[src/rtl/cavlc_pkg.sv]
// Shared definitions for the CAVLC coefficient scanner: default geometry,
// scanner state encoding and the widths of the result fields.
package cavlc_pkg;

  localparam int COEF_W   = 9;
  localparam int ADDR_W   = 4;
  localparam int NUM_COEF = 16;

  localparam int TC_W  = 5;
  localparam int T1_W  = 2;
  localparam int SGN_W = 3;
  localparam int TZ_W  = 4;

  typedef enum logic [1:0] {
    IDLE  = 2'd0,
    READ  = 2'd1,
    DRAIN = 2'd2,
    DONE  = 2'd3
  } scan_state_t;

endpackage

[src/rtl/cavlc_coeff_scanner.sv]
// Reverse-zigzag scan of a 4x4 coefficient buffer producing the CAVLC
// header statistics and the stream of nonzero levels.
module cavlc_coeff_scanner
  import cavlc_pkg::*;
#(
  parameter int WIDTH     = COEF_W,
  parameter int addrWIDTH = ADDR_W,
  parameter int DEPTH     = NUM_COEF
) (
  input  logic                 clk,
  input  logic                 rst,
  input  logic                 start,
  output logic                 busy,
  output logic                 done,
  output logic                 enb,
  output logic [addrWIDTH-1:0] addrb,
  input  logic [WIDTH-1:0]     dob,
  output logic [TC_W-1:0]      total_coeff,
  output logic [T1_W-1:0]      trailing_ones,
  output logic [SGN_W-1:0]     t1_signs,
  output logic [TZ_W-1:0]      total_zeros,
  output logic                 lvl_valid,
  output logic [WIDTH-1:0]     lvl_data,
  output logic                 lvl_is_t1
);

  scan_state_t state_r, state_s;
  logic              start_acc_s;
  logic              rd_vld_r;
  logic              nz_s, pm1_s, t1_hit_s;
  logic [TC_W-1:0]   tc_r, tc_s;
  logic [T1_W-1:0]   t1_r, t1_s;
  logic [SGN_W-1:0]  sg_r, sg_s;
  logic [TZ_W-1:0]   tz_r, tz_s;
  logic              t1_stop_r, t1_stop_s;
  logic              seen_r, seen_s;

  // Next-state logic; a start is only accepted from IDLE
  always_comb begin
    state_s     = state_r;
    start_acc_s = 1'b0;
    case (state_r)
      IDLE: begin
        if (start) begin
          state_s     = READ;
          start_acc_s = 1'b1;
        end else begin
          state_s = IDLE;
        end
      end
      READ: begin
        if (addrb == {addrWIDTH{1'b0}}) state_s = DRAIN;
        else                            state_s = READ;
      end
      DRAIN:   state_s = DONE;
      DONE:    state_s = IDLE;
      default: state_s = IDLE;
    endcase
  end

  // Classification: magnitude is never formed, so -256 simply is not +/-1
  always_comb begin
    nz_s     = rd_vld_r && (dob != {WIDTH{1'b0}});
    pm1_s    = (dob == {{(WIDTH-1){1'b0}}, 1'b1}) || (dob == {WIDTH{1'b1}});
    t1_hit_s = nz_s && pm1_s && !t1_stop_r && (t1_r < 2'd3);
  end

  // Running statistics for the coefficient currently on dob
  always_comb begin
    tc_s      = tc_r;
    t1_s      = t1_r;
    sg_s      = sg_r;
    tz_s      = tz_r;
    t1_stop_s = t1_stop_r;
    seen_s    = seen_r;
    if (nz_s) begin
      tc_s   = tc_r + TC_W'(1);
      seen_s = 1'b1;
      if (t1_hit_s) begin
        t1_s = t1_r + T1_W'(1);
        case (t1_r)
          2'd0:    sg_s[0] = dob[WIDTH-1];
          2'd1:    sg_s[1] = dob[WIDTH-1];
          2'd2:    sg_s[2] = dob[WIDTH-1];
          default: sg_s    = sg_r;
        endcase
      end else if (!pm1_s) begin
        t1_stop_s = 1'b1;
      end else begin
        t1_stop_s = t1_stop_r;
      end
    end else if (rd_vld_r && seen_r) begin
      tz_s = tz_r + TZ_W'(1);
    end else begin
      tz_s = tz_r;
    end
  end

  // Control registers and read address sequencing
  always_ff @(posedge clk) begin
    if (rst) begin
      state_r  <= IDLE;
      busy     <= 1'b0;
      done     <= 1'b0;
      enb      <= 1'b0;
      rd_vld_r <= 1'b0;
      addrb    <= {addrWIDTH{1'b0}};
    end else begin
      state_r  <= state_s;
      busy     <= (state_s != IDLE);
      done     <= (state_s == DONE);
      enb      <= (state_s == READ);
      rd_vld_r <= enb;
      if (start_acc_s) begin
        addrb <= addrWIDTH'(DEPTH - 1);
      end else if ((state_r == READ) && (addrb != {addrWIDTH{1'b0}})) begin
        addrb <= addrb - addrWIDTH'(1);
      end else begin
        addrb <= addrb;
      end
    end
  end

  // Accumulators, published results and the level stream
  always_ff @(posedge clk) begin
    if (rst || start_acc_s) begin
      tc_r          <= {TC_W{1'b0}};
      t1_r          <= {T1_W{1'b0}};
      sg_r          <= {SGN_W{1'b0}};
      tz_r          <= {TZ_W{1'b0}};
      t1_stop_r     <= 1'b0;
      seen_r        <= 1'b0;
      total_coeff   <= {TC_W{1'b0}};
      trailing_ones <= {T1_W{1'b0}};
      t1_signs      <= {SGN_W{1'b0}};
      total_zeros   <= {TZ_W{1'b0}};
      lvl_valid     <= 1'b0;
      lvl_is_t1     <= 1'b0;
      lvl_data      <= rst ? {WIDTH{1'b0}} : lvl_data;
    end else begin
      tc_r      <= tc_s;
      t1_r      <= t1_s;
      sg_r      <= sg_s;
      tz_r      <= tz_s;
      t1_stop_r <= t1_stop_s;
      seen_r    <= seen_s;
      if (state_r == DRAIN) begin
        total_coeff   <= tc_s;
        trailing_ones <= t1_s;
        t1_signs      <= sg_s;
        total_zeros   <= tz_s;
      end else begin
        total_coeff   <= total_coeff;
        trailing_ones <= trailing_ones;
        t1_signs      <= t1_signs;
        total_zeros   <= total_zeros;
      end
      if (nz_s) begin
        lvl_valid <= 1'b1;
        lvl_data  <= dob;
        lvl_is_t1 <= t1_hit_s;
      end else begin
        lvl_valid <= 1'b0;
        lvl_data  <= lvl_data;
        lvl_is_t1 <= 1'b0;
      end
    end
  end

endmodule
[config.mk]
export PLATFORM = sky130hd
export DESIGN_NAME = cavlc_coeff_scanner
export DESIGN_NICKNAME = d
export VERILOG_FILES = /design/src/rtl/cavlc_pkg.sv /design/src/rtl/cavlc_coeff_scanner.sv
export SDC_FILE = /design/constraint.sdc
export NUM_CORES = 1
export LEC_CHECK = 0
export BUFFER_PORTS_ARGS = -buffer_cell sky130_fd_sc_hd__buf_2
export CORE_ASPECT_RATIO = 1.25
export CORE_MARGIN = 3
export CORE_UTILIZATION = 45
export CTS_CLUSTER_SIZE = 30
export DETAILED_ROUTE_END_ITERATION = 16
export PLACE_DENSITY_LB_ADDON = 0.12
export SYNTH_ARGS = -nofsm -noshare
export SYNTH_HDL_FRONTEND = slang
export SYNTH_SLANG_ARGS = --single-unit
[constraint.sdc]
create_clock -name clk -period 2.45 [get_ports clk]
set_input_delay 0.49 -clock clk [delete_from_list [all_inputs] [get_ports clk]]
set_output_delay 0.49 -clock clk [all_outputs]
set_load 0.1 [all_outputs]
==> flow_summary.yaml <==
sta:
  slew_headroom_pct: 67.5
  timing.final.setup_violations: 0
  finalCritPeriodShare_pct: 76.9
  tightest_slew_ps: 490
  fmaxAchievable_mhz: 531
  setup_repair_after_global_routing_missed_its_margin: "false"
  finalWorstPathRequiredPeriod_ps: 1880
  hold_viol: 0
  clock-skew-final_ps: 6.19
  report.final.slew_viol_count: 0
  setup-tns-final_ps: 0
grt:
  grt_pass1_wl_um: 7040
  grt_antenna_before_repair: 0
  globalRouteTotalUtil_pct: 16.9
  vias_in_the_first_global_route: 1543
  grt_max_degree: 29
  grt_overflow_total: 0
die:
  rows: 27
  die_area_sq_um: 5570
  die_w_um: 67.4
  dieHeight_um: 82.7
  io-pin-count: 44
  core_area_sq_um: 4460
  starting_density_pct: 47.5
outcome:
  status: "complete, no violations"
power_and_ir_drop:
  power.internal_uw: 1400
  power.ir.vdd_worst_mv: 0.565
  clock_power_share_pct: 33.0
  seqPwrFrac_pct: 44.1
  cell_area_power_density_nw_per_um2: 841
  switching_power_uw: 704
  power_switching_share_pct: 33.5
  combPwrFrac_pct: 22.9
  p_leak_uw: 0.00106
synth:
  syn_avg_cell_area_sq_um: 10.2
  post_synth_inst_count: 207
  synth_flop_cell: "dfxtp_1"
  top_area_cell_type_share_of_the_netlist_area_pct: 39.7
  ys.warnings.count: 0
  synthDominantAreaCellType: "dfxtp_1"
  syn_area_sq_um: 2120
  ys_ff_latch: 51
  synth.net_count: 227
  netlist_top_cells_area: "dfxtp_1, edfxtp_1, ha_1"
  post_synth_edffs: 9
  post-synth-top-count-cell: "dfxtp_1"
  synth.lib_cells_used.distinct: 40
  seq_area_frac_synth_pct: 52.5
  ys_async_sr_fraction_pct: 0
  netlist_top_cells_count: "dfxtp_1, nor2_1, a21oi_1"
finish:
  ratio_of_cells_with_drive_above_1_in_the_final_layout_pct: 25.9
  antenna_cells: 0
  area_grow_syn2layout_pct: 18.1
  nets: 270
  instances_no_fill: 309
  fillers: 430
setup_path:
  critical_path.startpoint_type: "input port"
  worst-setup-path-type: "input port to register"
  cp_data_arrival_time_ps: 1930
  critical_path_required_time_ps: 2500
  timing.critical_path.fanout_max: 9
  worst_setup_ep_type: "register"
clock_network:
  max-clock-path-buffers: 2
  cts.repair_timing.setup_buffer_count: 0
  worstSkewPairLatency_ps: 310
  clock_sink_count: 51
  post_cts_hold_buffer_count: 0
  numCtsBuffers: 5
  clock_tree.htree_level_count: 2
  post_cts_resize_count: 0
  path_clk_slew_ps: 100
  root_cell_of_the_clock_tree: "clkbuf_8"
  clock_tree_from_tritoncts: "yes"
worst_hold_path:
  hold_class: "register to register"
placed_design:
  place_hpwl_um: 2940
  io_buffer_count: 43
  replace_congestion: 0.732
  dp_cells: 301
route:
  drt_wl_total_um: 4150
  drt_iter0_drc: 49
  route.detailed.drc: 0
  wire_per_inst_um: 13.4
  drt-vias-per-instance: 5.13
  via_count: 1585
  drt-pass1-iter-count: 6
  detail-route-antenna-nets: 0
run:
  max_cap_violations: 0
registers in the layout, summed over array words and instances, names as in the netlist, 3 cells and up:
register,flops
addrb,4
lvl_data,9
sg_r,3
t1_signs,3
tc_r,5
total_coeff,5
total_zeros,4
tz_r,4
area by class of cell:
| class | count | area, sq um | area share (%) |
|---|---|---|---|
| flip-flops and latches | 51 | 1110 | 44.4 |
| inverters | 5 | 18.8 | 0.750 |
| clock inverters | 3 | 66.3 | 2.65 |
| multi-input cells | 140 | 920 | 36.8 |
| repair buffers | 47 | 245 | 9.80 |
| clock buffers | 5 | 68.8 | 2.75 |
| well taps | 58 | 72.6 | 2.90 |
power groups by stage:
stage,Combinational (uW),Sequential [uW],Clock [uW]
after floorplan,127,1220,0
after global placement,482,947,0
after detailed placement,485,948,0
after CTS,486,928,705
after global routing,510,935,735
final,482,928,695
routing by layer:
metal  global-route usage (%)  wire [um]  part of all wire [%]
met5                        0          0                     0
met4                     8.52         94                   2.3
met3                     3.25        214                   5.2
met2                     29.9       1990                    48
met1                     19.2       1850                    45
cells by family (layout without fill, tap and decap cells):
kind of cell	after synthesis	in the layout	synth area share, %
multiplexers	6	6	2.84
buffers and inverters	16	60	4.13
adder cells (fa/ha/maj)	8	8	4.73
AO/OA/AOI/OAI	40	40	11.4
flip-flops	51	51	52.5
XOR/XNOR	11	11	4.90
AND/OR/NAND/NOR	75	75	19.6
worst paths after layout:
check	slack, ps	cells past startpoint	to	start
min	480	2	t1_stop_r	t1_stop_r
max reg2reg	700	7	addrb[3]	addrb[0]
max	570	4	lvl_data[1]	dob[4]
min reg2reg	480	2	t1_stop_r	t1_stop_r
stage by stage:
| stage | hold WS, ps | setup WS [ps] | util (%) | power, uW | cell area (sq um) |
|---|---|---|---|---|---|
| 2_1_floorplan | 438 | 17.1 | - | 1350 | 2120 |
| 3_3_place_gp | 453 | 267 | 53.1 | 1430 | 2370 |
| 3_5_place_dp | 465 | 248 | 53.1 | 1430 | 2370 |
| 4_1_cts | 485 | 578 | 56.1 | 2120 | 2500 |
| 5_1_grt | 498 | 496 | 56.1 | 2180 | 2500 |
| 6_report | 482 | 566 | 56.1 | 2100 | 2500 |
cells in the final DEF (no fill, tap or decap), drive strengths merged, types with 2 or more instances in the layout:
| cell | n |
|---|---|
| nor3b | 2 |
| clkbuf | 5 |
| nor2 | 24 |
| a21oi | 19 |
| xor2 | 6 |
| bufinv | 2 |
| dfxtp | 42 |
| nand2 | 13 |
| mux2i | 6 |
| nor2b | 2 |
| ha | 8 |
| nand4 | 4 |
| nor4 | 2 |
| o21ai | 12 |
| and2 | 9 |
| nor3 | 6 |
| o311a | 3 |
| inv | 6 |
| nand3b | 2 |
| nand4b | 3 |
| nand2b | 3 |
| or4 | 2 |
| xnor2 | 5 |
| edfxtp | 9 |
| buf | 47 |
critical path, stage by stage:
cell and delay (ps):
buf_2 110, or4_4 570, o31a_1 440, a21o_2 330
(Power assumes the default switching activity.)
